==> config.mk <==
export PLATFORM = sky130hd
export DESIGN_NAME = bp_me_stream_pump_in_mc
export DESIGN_NICKNAME = d
export VERILOG_FILES = /design/src/rtl/bp_me_stream_pump_in_mc.sv
export SDC_FILE = /design/constraint.sdc
export NUM_CORES = 1
export LEC_CHECK = 0
export ABC_AREA = 1
export BUFFER_PORTS_ARGS = -buffer_cell sky130_fd_sc_hd__buf_2
export CORE_ASPECT_RATIO = 2
export CORE_MARGIN = 2
export CORE_UTILIZATION = 31
export CTS_CLUSTER_SIZE = 24
export DETAILED_ROUTE_END_ITERATION = 12
export MAX_ROUTING_LAYER = met4
export PLACE_DENSITY = 0.6
export RECOVER_POWER = 50
export SLEW_MARGIN = 20
export SYNTH_ARGS = -nofsm -noshare
export SYNTH_HDL_FRONTEND = slang
export SYNTH_SLANG_ARGS = --single-unit
==> constraint.sdc <==
create_clock -name clk_i -period 7.3 [get_ports clk_i]
set_input_delay 0.73 -clock clk_i [delete_from_list [all_inputs] [get_ports clk_i]]
set_output_delay 0.73 -clock clk_i [all_outputs]
set_load 0.05 [all_outputs]
==> src/rtl/bp_me_stream_pump_in_mc.sv <==
// Multi-channel inbound BedRock stream pump: per-channel beat FIFOs, round-robin message arbitration, 1:N read expansion.
// Optional macro BP_ME_STREAM_PUMP_IN_MC_CRIT_WRAP_EN selects critical-word-first wrapped addressing.
module bp_me_stream_pump_in_mc
  #(parameter int paddr_width_p = 40
  , parameter int bedrock_block_width_p = 512
  , parameter int num_chan_p = 2
  , parameter int data_width_p = 64
  , parameter int fifo_els_p = 2
  , parameter int payload_width_p = 8
  , parameter logic [15:0] msg_stream_mask_p = '0
  , parameter logic [15:0] fsm_stream_mask_p = '0
  // header layout, LSB first: msg_type[4], subop[4], addr[paddr], size[3], payload
  , localparam int header_width_lp = 11 + paddr_width_p + payload_width_p
  , localparam int chan_width_lp = (num_chan_p > 1) ? $clog2(num_chan_p) : 1
  )
  (input  logic                                          clk_i
  , input  logic                                         reset_n_i
  , input  logic [num_chan_p-1:0][header_width_lp-1:0]   msg_header_i
  , input  logic [num_chan_p-1:0][data_width_p-1:0]      msg_data_i
  , input  logic [num_chan_p-1:0]                        msg_v_i
  , output logic [num_chan_p-1:0]                        msg_ready_and_o
  , output logic [header_width_lp-1:0]                   fsm_header_o
  , output logic [data_width_p-1:0]                      fsm_data_o
  , output logic                                         fsm_v_o
  , input  logic                                         fsm_yumi_i
  , output logic [chan_width_lp-1:0]                     fsm_chan_o
  , output logic [paddr_width_p-1:0]                     fsm_addr_o
  , output logic                                         fsm_new_o
  , output logic                                         fsm_critical_o
  , output logic                                         fsm_last_o
  );

  localparam int unsigned beat_lg = $clog2(data_width_p/8);
  localparam int cnt_w   = (bedrock_block_width_p > data_width_p) ? $clog2(bedrock_block_width_p/data_width_p) : 1;
  localparam int ptr_w   = $clog2(fifo_els_p);
  localparam int occ_w   = $clog2(fifo_els_p+1);
  localparam int entry_w = header_width_lp + data_width_p;

  localparam logic [ptr_w-1:0] last_ptr = ptr_w'(fifo_els_p - 1);
  localparam logic [occ_w-1:0] full_occ = occ_w'(fifo_els_p);
  localparam logic [paddr_width_p-1:0] one_a   = paddr_width_p'(1);
  localparam logic [paddr_width_p-1:0] beat_lo = paddr_width_p'(data_width_p/8 - 1);

  localparam logic [0:0] st_idle   = 1'b0;
  localparam logic [0:0] st_locked = 1'b1;

  logic [entry_w-1:0] mem [num_chan_p][fifo_els_p];
  logic [ptr_w-1:0]   rd_ptr [num_chan_p];
  logic [ptr_w-1:0]   wr_ptr [num_chan_p];
  logic [occ_w-1:0]   occ [num_chan_p];
  logic [num_chan_p-1:0] empty, full, push, pop;

  logic [0:0]               state;
  logic [chan_width_lp-1:0] rr, lock, arb_grant, grant;
  logic [cnt_w-1:0]         cnt, ss;
  logic [31:0]              scan;
  logic                     found, one_to_n, deq;
  logic [entry_w-1:0]       head;

  logic [3:0]               msg_type;
  logic [2:0]               hdr_size;
  logic [paddr_width_p-1:0] hdr_addr, win_mask, beat_addr, base, step;
  logic [31:0]              win_lg;

  always_comb begin
    for (int unsigned c = 0; c < num_chan_p; c++) begin
      empty[c] = (occ[c] == '0);
      full[c]  = (occ[c] == full_occ);
    end
  end

  // Ready depends only on occupancy, never on the consumer's yumi.
  assign msg_ready_and_o = {num_chan_p{reset_n_i}} & ~full;
  assign push = msg_v_i & msg_ready_and_o;

  always_ff @(posedge clk_i) begin
    for (int unsigned c = 0; c < num_chan_p; c++)
      if (push[c]) mem[c][wr_ptr[c]] <= {msg_header_i[c], msg_data_i[c]};
  end

  always_ff @(posedge clk_i or negedge reset_n_i) begin
    if (!reset_n_i) begin
      for (int unsigned c = 0; c < num_chan_p; c++) begin
        rd_ptr[c] <= '0;
        wr_ptr[c] <= '0;
        occ[c]    <= '0;
      end
    end else begin
      for (int unsigned c = 0; c < num_chan_p; c++) begin
        if (push[c]) wr_ptr[c] <= (wr_ptr[c] == last_ptr) ? '0 : wr_ptr[c] + ptr_w'(1);
        if (pop[c])  rd_ptr[c] <= (rd_ptr[c] == last_ptr) ? '0 : rd_ptr[c] + ptr_w'(1);
        if (push[c] & ~pop[c])      occ[c] <= occ[c] + occ_w'(1);
        else if (~push[c] & pop[c]) occ[c] <= occ[c] - occ_w'(1);
      end
    end
  end

  always_comb begin
    arb_grant = rr;
    found     = 1'b0;
    scan      = '0;
    for (int unsigned i = 0; i < num_chan_p; i++) begin
      scan = 32'(rr) + i;
      if (scan >= 32'(num_chan_p)) scan = scan - 32'(num_chan_p);
      if (!found && !empty[chan_width_lp'(scan)]) begin
        arb_grant = chan_width_lp'(scan);
        found     = 1'b1;
      end
    end
  end

  assign grant        = (state == st_locked) ? lock : arb_grant;
  assign head         = mem[grant][rd_ptr[grant]];
  assign fsm_header_o = head[entry_w-1 -: header_width_lp];
  assign fsm_data_o   = head[data_width_p-1:0];
  assign fsm_v_o      = ~empty[grant];
  assign fsm_chan_o   = grant;

  assign msg_type = fsm_header_o[3:0];
  assign hdr_addr = fsm_header_o[8 +: paddr_width_p];
  assign hdr_size = fsm_header_o[8+paddr_width_p +: 3];

  always_comb begin
    ss = '0;
    if (32'(hdr_size) > beat_lg) ss = cnt_w'((32'd1 << (32'(hdr_size) - beat_lg)) - 32'd1);
  end

  assign one_to_n   = ~msg_stream_mask_p[msg_type] & fsm_stream_mask_p[msg_type] & (ss != '0);
  assign fsm_new_o  = (cnt == '0);
  assign fsm_last_o = fsm_v_o & (cnt == ss);
  // A 1:N head is replayed for every beat and only leaves the FIFO with the last one.
  assign deq        = fsm_yumi_i & (~one_to_n | fsm_last_o);

  always_comb begin
    pop        = '0;
    pop[grant] = deq;
  end

  always_ff @(posedge clk_i or negedge reset_n_i) begin
    if (!reset_n_i) begin
      state <= st_idle;
      rr    <= '0;
      lock  <= '0;
      cnt   <= '0;
    end else if (fsm_yumi_i) begin
      if (fsm_last_o) begin
        state <= st_idle;
        cnt   <= '0;
        rr    <= (grant == chan_width_lp'(num_chan_p - 1)) ? '0 : grant + chan_width_lp'(1);
      end else begin
        state <= st_locked;
        lock  <= grant;
        cnt   <= cnt + cnt_w'(1);
      end
    end
  end

  always_comb begin
    win_lg    = (32'(hdr_size) > beat_lg) ? 32'(hdr_size) : beat_lg;
    win_mask  = (one_a << win_lg) - one_a;
    beat_addr = hdr_addr & ~beat_lo;
    base      = hdr_addr & ~win_mask;
    step      = paddr_width_p'(cnt) << beat_lg;
`ifdef BP_ME_STREAM_PUMP_IN_MC_CRIT_WRAP_EN
    fsm_addr_o     = base | ((beat_addr + step) & win_mask);
    fsm_critical_o = fsm_v_o & fsm_new_o;
`else
    fsm_addr_o     = base | step;
    fsm_critical_o = fsm_v_o & (fsm_addr_o == beat_addr);
`endif
  end

endmodule
==> flow_metrics.env, run 1 <==
export IMPL_clockRootBuffer="clkbuf_16"
export IMPL_synth_edf_count=492
export IMPL_hold_viol=0
export IMPL_rows=132
export IMPL_critPathTopFamily="simple AND/OR/NAND/NOR gates"
export IMPL_slowest_stage="nand2_8"
export IMPL_clk_latency_ns=0.58
export IMPL_clkSinkCount=506
export IMPL_worstPathArrival_ns=4.61
export IMPL_grt_util_all_layers=0.167
export IMPL_yosys_top_cells_area="edfxtp_1 (73%), o31ai_1 (5.1%), o211ai_1 (4.3%), nor2_1 (4.3%), or2_2 (3.5%)"
export IMPL_synth_top_cell_area_share=0.728
export IMPL_wire_per_inst_um=20.4
export IMPL_path_max_fanout=87
export IMPL_cpMostUsedCell="nand2_1"
export IMPL_grt_pass1_wl_um=82500
export IMPL_synthArstFlopShare=0.0277
export IMPL_cts_max_level=2
export IMPL_cts_made_buffers=45
export IMPL_fp_dieH_um=366
export IMPL_dp_cells=2648
export IMPL_fin_crit_sh=0.731
export IMPL_vias=13300
export IMPL_critical_path_class="register to primary output"
export IMPL_ctsResizeCount=0
export IMPL_clock_path_buffers=3
export IMPL_drv_slew=119
export IMPL_synth_seq_cells=506
export IMPL_drive_above_1_share=0.258
export IMPL_slew_headroom=-0.856
export IMPL_required_ns=6.57
export IMPL_layout_cells_non_filler=2743
export IMPL_avgSynthCellArea_um2=14.2
export IMPL_endpoint_kind="primary output"
export IMPL_ys_seq_area_frac=0.745
export IMPL_gp_congestion=0.837
export IMPL_antenna_found_initial=18
export IMPL_layout_nets=2084
export IMPL_reg2reg_setup_slack_ns=3.04
export IMPL_path_buf_inv=4
export IMPL_numPortBuffers=417
export IMPL_cap_violations=3
export IMPL_ys_types=42
export IMPL_cts_tree="done"
export IMPL_r2r_end="mem[1][147]$_DFFE_PP_"
export IMPL_max_freq_mhz=187
export IMPL_drt_pass1_iter_count=5
export IMPL_syn_to_final_growth_pct=20.2
export IMPL_die_w_um=185
export IMPL_cts_setup_buffers=0
export IMPL_rr_worst_depth=6
export IMPL_grt_max_degree=124
export IMPL_worst_slew_pin_slew_ns=2.78
export IMPL_io_pins=421
export IMPL_yosysTopAreaCell="edfxtp_1"
export IMPL_period_needed_ns=5.34
export IMPL_hpwlAfterDp_um=36400
export IMPL_grt_setup_unrepaired="no"
export IMPL_path_cells="inv_1 -> nand2_1 -> nand2_1 -> nand2_4 -> nand2_8 -> nand2_2 -> nand2_8 -> nand2_1 -> nand2_4 -> nand2_1 -> nor2_1 -> inv_1 -> ha_1 -> inv_1 -> nand2_1 -> nand4_1 -> a21oi_1 -> nand2_1 -> nor2_1 -> o21a_1 -> buf_2"
export IMPL_drt_wl_total_um=56000
export IMPL_hold_path_class="input pin to async pin"
export IMPL_drt_iter0_drc=659
export IMPL_reg2reg_from="occ[0]$_DFFE_PN0P_"
export IMPL_violations="max-capacitance violations, max-slew violations"
export IMPL_status="complete, but fails checks"
export IMPL_overflow=0
export IMPL_syn_area_um2=20300
export IMPL_synthCells=1429
export IMPL_skew_ns=0.0183
export IMPL_n_fill_cell=6319
export IMPL_slowest_delay_ns=0.43
export IMPL_dieArea_um2=67700
export IMPL_start_util=0.313
export IMPL_clk_pin_slew_ns=0.06
export IMPL_synth_main_ff_cell="edfxtp_1"
export IMPL_setup_viol=0
export IMPL_postRouteAntennaNets=0
export IMPL_drc_errors=0
export IMPL_worst_setup_path_start_kind="register"
export IMPL_cts_hold_buffers=0
export IMPL_grt_pass1_vias=14000
export IMPL_ys_warn_count=0
export IMPL_via_per_inst=4.85
export IMPL_core_um2=64700
-- registers in the layout, indices dropped and copies added, names as in the netlist --
register,flops
wr_ptr,2
rd_ptr,2
rr,1
lock,1
state,1
occ,4
mem,492
cnt,3
-- worst max-delay path by stage --
stage	start	end	slack, ns	cells after the start
2_1_floorplan	reset_n_i	mem[0][0]$_DFFE_PP_	-0.33	4
3_3_place_gp	occ[2]$_DFFE_PN0P_	fsm_critical_o	2.44	21
3_5_place_dp	occ[2]$_DFFE_PN0P_	fsm_critical_o	2.41	21
4_1_cts	occ[2]$_DFFE_PN0P_	fsm_critical_o	1.77	21
5_1_grt	occ[2]$_DFFE_PN0P_	fsm_critical_o	1.40	21
6_report	occ[2]$_DFFE_PN0P_	fsm_critical_o	1.96	21
-- synthesized netlist by cell type (2+ instances only) --
master    number
o21a_1         3
nand3b_1       2
a21oi_1        6
buf_6          4
o31ai_1      137
xor2_1         6
ha_1           9
o21ai_2        3
buf_4          3
nand2_4        5
nand3_2        2
nand2_1       92
nand2_2       11
nand3_1       21
conb_1         2
dfrtp_1       14
inv_1         37
clkbuf_1      30
edfxtp_1     492
o211ai_1     117
nand4_1        5
or2_2        112
buf_2         33
or2_0          2
inv_2          6
xnor2_1        3
o21ai_1        4
nor2_1       233
buf_1         14
or2_1          4
o21ai_0        6
-- layer usage --
layer  vias to the layer above  global-route usage  routed length (um)  share of wire
met5                         -                   -                   0              0
met1                      6560               0.168               20100           0.36
met3                       125              0.0472                4340          0.077
li1                       6140                   -                   -              -
met4                         0              0.0868                2670          0.048
met2                       465               0.291               28800           0.52
-- layout make-up --
cell class	count	area [um^2]	share of cell area
flip-flops and latches	506	15100	0.620
multi-input cells	795	4620	0.189
repair buffers	432	2020	0.0826
clock buffers	54	1160	0.0475
well taps	871	1090	0.0447
clock inverters	23	175	0.00718
inverters	44	173	0.00708
diodes	18	45.0	0.00185
-- through the flow --
| step | area, um^2 | setup TNS [ns] | setup WS (ns) | hold WS, ns | util |
|---|---|---|---|---|---|
| after floorplan | 20300 | -161.23 | -0.328 | 0.434 | - |
| after global routing | 24400 | 0 | 1.40 | 0.289 | 0.377 |
| after CTS | 24600 | 0 | 1.77 | 0.0243 | 0.380 |
| after global placement | 23200 | 0 | 2.44 | 0.470 | 0.359 |
| after detailed placement | 23200 | 0 | 2.41 | 0.487 | 0.359 |
| final | 24400 | 0 | 1.96 | 0.228 | 0.377 |
-- cell usage in the layout (no fill, tap or decap), types with 6 or more instances in the layout --
cell type and count:
clkbuf_16 45, o211ai_1 117, ha_1 9, buf_2 259, buf_4 10, or2_2 112
dfrtp_1 14, nor2_1 231, o31ai_1 137, nand2_1 92, a21oi_1 6, xor2_1 6
o21ai_0 6, nand2_2 11, clkinv_1 9, clkinv_2 6, clkbuf_1 169, edfxtp_1 492
diode_2 18, nand3_1 21, inv_1 37
-- cell families after synthesis --
group / after synthesis / synth area share
and+or+nand+nor: 495 / 0.114
other: 2 / 0.000370
buffers and inverters: 129 / 0.0285
DFF: 506 / 0.745
xor gates and xnor gates: 9 / 0.00388
adders and majority gates: 9 / 0.00555
AOI/OAI and AO/OA: 279 / 0.102
Power of run 1 is not shown: default switching activity piles up to over one toggle a cycle in this logic, so the estimate is an artifact.
==> run 2, diff against run 1 <==
ABC_AREA = 0   (was 1)
clock period = 5.6 ns   (was 7.3 ns; I/O delays follow)
==> flow_metrics.env, run 2 <==
export IMPL_cts_tree="done"
export IMPL_syn_to_final_growth_pct=22.5
export IMPL_overflow=0
export IMPL_n_fill_cell=6084
export IMPL_required_ns=5.04
export IMPL_synth_fa_ha_area_frac=0.00557
export IMPL_gp_congestion=0.824
export IMPL_synth_simple_area_share=0.0552
export IMPL_max_freq_mhz=186
export IMPL_largest_reg_flops=492
export IMPL_rows=132
export IMPL_hold_viol=0
export IMPL_drt_iter0_drc=632
export IMPL_wire_per_inst_um=20.3
export IMPL_path_max_fanout=6
export IMPL_hpwlAfterDp_um=35700
export IMPL_hold_path_depth=1
export IMPL_synth_top_cell_area_share=0.731
export IMPL_drt_wl_total_um=52600
export IMPL_avgSynthCellArea_um2=16.2
export IMPL_skew_ns=0.0113
export IMPL_synth_seq_cells=506
export IMPL_reg2reg_from="occ[0]$_DFFE_PN0P_"
export IMPL_grt_pass1_wl_um=75000
export IMPL_yosysMostFrequentCell="edfxtp_1"
export IMPL_io_pins=421
export IMPL_vias=12200
export IMPL_cts_made_buffers=46
export IMPL_final_common_cell="edfxtp_1"
export IMPL_min_delay_start="msg_data_i[120]"
export IMPL_clk_pin_slew_ns=0.07
export IMPL_drc_errors=0
export IMPL_via_per_inst=4.70
export IMPL_grt_util_all_layers=0.155
export IMPL_violations="max-capacitance violations, max-slew violations"
export IMPL_rr_worst_depth=12
export IMPL_grt_setup_unrepaired="no"
export IMPL_clk_latency_ns=0.57
export IMPL_synth_top_family_by_area="compound AO/OA/AOI/OAI gates"
export IMPL_hold_path_class="input pin to register"
export IMPL_syn_area_um2=20200
export IMPL_drv_slew=134
export IMPL_synthArstFlopShare=0.0277
export IMPL_fp_dieH_um=365
export IMPL_clockRootBuffer="clkbuf_16"
export IMPL_grt_max_degree=170
export IMPL_fin_crit_sh=0.959
export IMPL_drt_pass1_iter_count=4
export IMPL_period_needed_ns=5.37
export IMPL_clkSinkCount=506
export IMPL_critical_path_class="register to primary output"
export IMPL_synthMuxAreaShare=0.0742
export IMPL_endpoint_kind="primary output"
export IMPL_synth_edf_count=492
export IMPL_clock_path_buffers=3
export IMPL_mostFrequentLayoutCells="edfxtp_1 (492), buf_2 (286), a21oi_1 (143)"
export IMPL_r2r_end="rr$_DFFE_PN0P_"
export IMPL_synth_main_ff_cell="edfxtp_1"
export IMPL_yosysTopAreaCell="edfxtp_1"
export IMPL_grt_pass1_vias=12500
export IMPL_dieArea_um2=67400
export IMPL_tns_ns=0
export IMPL_layout_nets=1918
export IMPL_yosys_top_cells_area="edfxtp_1 (73%), mux2i_1 (6.7%), a211oi_1 (4.2%), nor2b_1 (3.7%), a21oi_1 (3.5%)"
export IMPL_antenna_found_initial=22
export IMPL_drive_above_1_share=0.236
export IMPL_worst_slew_pin_slew_ns=2.19
export IMPL_min_to="mem[1][56]$_DFFE_PP_"
export IMPL_worstPathArrival_ns=4.81
export IMPL_start_util=0.313
export IMPL_slew_headroom=-0.459
export IMPL_ys_types=63
export IMPL_die_w_um=185
export IMPL_synthCells=1250
export IMPL_synth_compound_area_frac=0.0929
export IMPL_core_um2=64600
export IMPL_setup_viol=0
export IMPL_worst_setup_path_start_kind="register"
export IMPL_ys_warn_count=0
export IMPL_status="complete, but fails checks"
export IMPL_numPortBuffers=417
export IMPL_cap_violations=2
export IMPL_postRouteAntennaNets=0
export IMPL_synth_xor_area_share=0.00433
export IMPL_reg2reg_setup_slack_ns=1.22
export IMPL_cts_max_level=2
export IMPL_ys_seq_area_frac=0.748
export IMPL_synth_common_cells="edfxtp_1 (492), a21oi_1 (143), mux2i_1 (136)"
## run 2: cell count changes after synthesis, sizes merged, moves of 30 or more
cell    previous run  this run
nor2             234         9
o31ai            138         0
a21oi              7       144
mux2i              0       137
nor2b              0       118
or2              118         2
o211ai           117         3
a211oi             0       112
nand2            109        21
buf               55        25
## run 2: stage by stage
stage          area [um^2]  hold WS [ns]  worst slack, ns  utilization  instances
2_1_floorplan        20200         0.264            0.210            -       1251
3_3_place_gp         23300         0.475            0.916        0.361       2480
3_5_place_dp         23300         0.493            0.853        0.361       2480
4_1_cts              24900         0.127            0.205        0.386       2565
5_1_grt              24800         0.139           0.0602        0.383       2587
6_report             24800         0.171            0.229        0.383       2589
## run 2: critical path: stages (launching register included)
cell and delay (ns):
dfrtp_1 0.42, or2_4 0.28, o211a_4 0.28, nor2_2 0.32, inv_8 0.05, mux2i_1 0.42
ha_1 0.34, or4_1 0.53, ha_1 0.30, or4_4 0.55, a31oi_4 0.25, nand3_1 0.16
inv_1 0.09, buf_2 0.26
## run 2: area by class of cell
cell class | instances | area, um^2 | area share
flip-flops and latches | 506 | 15100 | 0.611
multi-input cells | 651 | 4700 | 0.190
repair buffers | 435 | 2110 | 0.0850
clock buffers | 55 | 1190 | 0.0483
well taps | 871 | 1090 | 0.0440
clock inverters | 29 | 400 | 0.0162
inverters | 18 | 75.1 | 0.00303
diodes | 24 | 60.1 | 0.00243
## run 2: routing by layer
metal,wire length [um],track usage
met5,0,-
met4,2230,0.0765
met2,28100,0.282
met3,3860,0.0400
met1,18400,0.150
## run 2: kinds of logic after synthesis
family                   Yosys count
buffers and inverters             94
AND/OR/NAND/NOR                  185
other                              2
flip-flops                       506
multiplexers                     148
adder cells (fa/ha/maj)            9
XOR/XNOR                          10
AO/OA/AOI/OAI                    296
## run 2: how the worst max path moves through the flow
| stage | depth (start not counted) | endpoint | start | slack [ns] |
|---|---|---|---|---|
| after floorplan | 13 | fsm_last_o | occ[2]$_DFFE_PN0P_ | 0.21 |
| after global placement | 13 | fsm_last_o | occ[0]$_DFFE_PN0P_ | 0.92 |
| after detailed placement | 13 | fsm_last_o | occ[0]$_DFFE_PN0P_ | 0.85 |
| after CTS | 13 | fsm_last_o | occ[0]$_DFFE_PN0P_ | 0.21 |
| after global routing | 13 | fsm_last_o | occ[0]$_DFFE_PN0P_ | 0.06 |
| final | 13 | fsm_last_o | occ[0]$_DFFE_PN0P_ | 0.23 |
## run 2: timing repair
action / 4_1_cts / 5_1_grt
setup buffers: 0 / 0
gates resized for setup: 0 / 0
hold buffers: 1 / 0
hold endpoints to repair: 14 / 0
Power of run 2 is left out for the same reason.
==> run 3, diff against run 2 <==
ABC_AREA = 1   (was 0)
==> flow_metrics.env, run 3 (same netlist as run 1, synthesis figures left out) <==
export IMPL_clock_path_buffers=3
export IMPL_numPortBuffers=417
export IMPL_grt_util_all_layers=0.168
export IMPL_required_ns=5.04
export IMPL_drt_wl_total_um=56500
export IMPL_multi_input_area_um2=4620
export IMPL_clk_pin_slew_ns=0.07
export IMPL_ctsResizeCount=0
export IMPL_slowest_delay_ns=0.42
export IMPL_dieArea_um2=67700
export IMPL_drt_iter0_drc=619
export IMPL_path_cells="nor2_2 -> a21oi_4 -> nand2_4 -> nand2_8 -> nand2_2 -> nand2_8 -> nand2_1 -> nand2_2 -> ha_1 -> inv_1 -> nand3_1 -> nand2_1 -> nand3_1 -> ha_1 -> or2_1 -> xor2_1 -> inv_1 -> nand2_1 -> clkinv_1 -> nand3_4 -> inv_1 -> buf_2"
export IMPL_drt_pass1_iter_count=4
export IMPL_largest_reg_flops=492
export IMPL_skew_ns=0.0137
export IMPL_cap_violations=2
export IMPL_start_util=0.313
export IMPL_slowest_stage="dfrtp_1"
export IMPL_n_fill_cell=6264
export IMPL_dp_cells=2653
export IMPL_worst_slew_pin_slew_ns=2.92
export IMPL_violations="max-capacitance violations, max-slew violations"
export IMPL_fp_dieH_um=366
export IMPL_clkSinkCount=506
export IMPL_max_freq_mhz=204
export IMPL_io_pins=421
export IMPL_drc_errors=0
export IMPL_setup_viol=0
export IMPL_slew_headroom=-0.949
export IMPL_grtUsageMet1=0.175
export IMPL_grt_setup_unrepaired="no"
export IMPL_clk_latency_ns=0.57
export IMPL_worst_setup_path_start_kind="register"
export IMPL_gp_congestion=0.813
export IMPL_path_max_fanout=90
export IMPL_grt_pass1_vias=13800
export IMPL_final_common_cell="edfxtp_1"
export IMPL_cts_tree="done"
export IMPL_hpwlAfterDp_um=38100
export IMPL_mostFrequentLayoutCells="edfxtp_1 (492), buf_2 (258), nor2_1 (231)"
export IMPL_grt_max_degree=143
export IMPL_grt_busiest_layer="met2"
export IMPL_rows=132
export IMPL_antenna_found_initial=20
export IMPL_drv_slew=82
export IMPL_hold_viol=0
export IMPL_layout_cells_non_filler=2750
export IMPL_hold_path_class="input pin to register"
export IMPL_seq_area_um2=15100
export IMPL_clockRootBuffer="clkbuf_16"
export IMPL_die_w_um=185
export IMPL_grt_pass1_wl_um=82900
export IMPL_met2_usage=0.296
export IMPL_via_per_inst=4.80
export IMPL_postRouteAntennaNets=0
export IMPL_wire_per_inst_um=20.6
export IMPL_overflow=0
export IMPL_path_buf_inv=5
export IMPL_core_um2=64700
export IMPL_drive_above_1_share=0.260
export IMPL_layout_nets=2091
export IMPL_fin_crit_sh=0.876
export IMPL_cts_max_level=2
export IMPL_worstPathArrival_ns=4.35
export IMPL_vias=13200
export IMPL_syn_to_final_growth_pct=21.1
export IMPL_cts_made_buffers=46
export IMPL_endpoint_kind="primary output"
export IMPL_status="complete, but fails checks"
export IMPL_critPathTopFamily="simple AND/OR/NAND/NOR gates"
export IMPL_critical_path_class="register to primary output"
export IMPL_period_needed_ns=4.91
export IMPL_gr_usage_met3=0.0442
==> run 3: changes by cell type in the layout (fill, tap and decap cells not counted), sizes merged, moves of 114 or more <==
cell / before / now
nor2: 9 / 234
o31ai: 0 / 138
a21oi: 144 / 7
mux2i: 137 / 0
nor2b: 118 / 0
or2: 2 / 118
o211ai: 3 / 117
==> run 3: path summary, 6_finish.rpt <==
path	slack (ns)	cells past startpoint	to	start
worst max-delay path	0.69	22	fsm_last_o	occ[1]$_DFFE_PN0P_
worst min register to register	0.50	1	occ[2]$_DFFE_PN0P_	occ[2]$_DFFE_PN0P_
worst min-delay path	0.17	1	mem[1][33]$_DFFE_PP_	msg_data_i[97]
max in group asynchronous	4.47	2	rd_ptr[0]$_DFFE_PN0P_	reset_n_i
min in group asynchronous	0.62	2	cnt[1]$_DFFE_PN0P_	reset_n_i
worst max register to register	1.57	5	mem[1][21]$_DFFE_PP_	occ[0]$_DFFE_PN0P_
==> run 3: what timing repair did <==
action                                 4_1_cts  5_1_grt
buffers inserted                             0        0
endpoints found under the hold margin       14        0
hold buffers                                 1        0
==> run 3: layer usage <==
| layer | vias to the layer above | share of wire |
|---|---|---|
| met5 | - | 0 |
| met4 | 0 | 0.035 |
| met3 | 84 | 0.074 |
| met2 | 460 | 0.52 |
| met1 | 6507 | 0.37 |
| li1 | 6139 | - |
==> run 3: per-stage QoR <==
stage	TNS [ns]	cell area (um^2)	hold WS [ns]	utilization	setup WS, ns
after floorplan	-913.99	20300	0.264	-	-1.86
after global routing	0	24600	0.145	0.380	0.320
final	0	24600	0.175	0.380	0.695
after global placement	0	23300	0.466	0.360	1.34
after CTS	0	24800	0.133	0.383	0.641
after detailed placement	0	23300	0.483	0.360	1.28
==> run 3: layout make-up <==
class	instances	share of cell area
Antenna cell	17	0.00173
Clock buffer	61	0.0500
Clock inverter	18	0.00820
Inverter	44	0.00703
Multi-Input combinational cell	795	0.188
Sequential cell	506	0.616
Tap cell	871	0.0444
Timing Repair Buffer	438	0.0851
Power of run 3 is left out for the same reason.
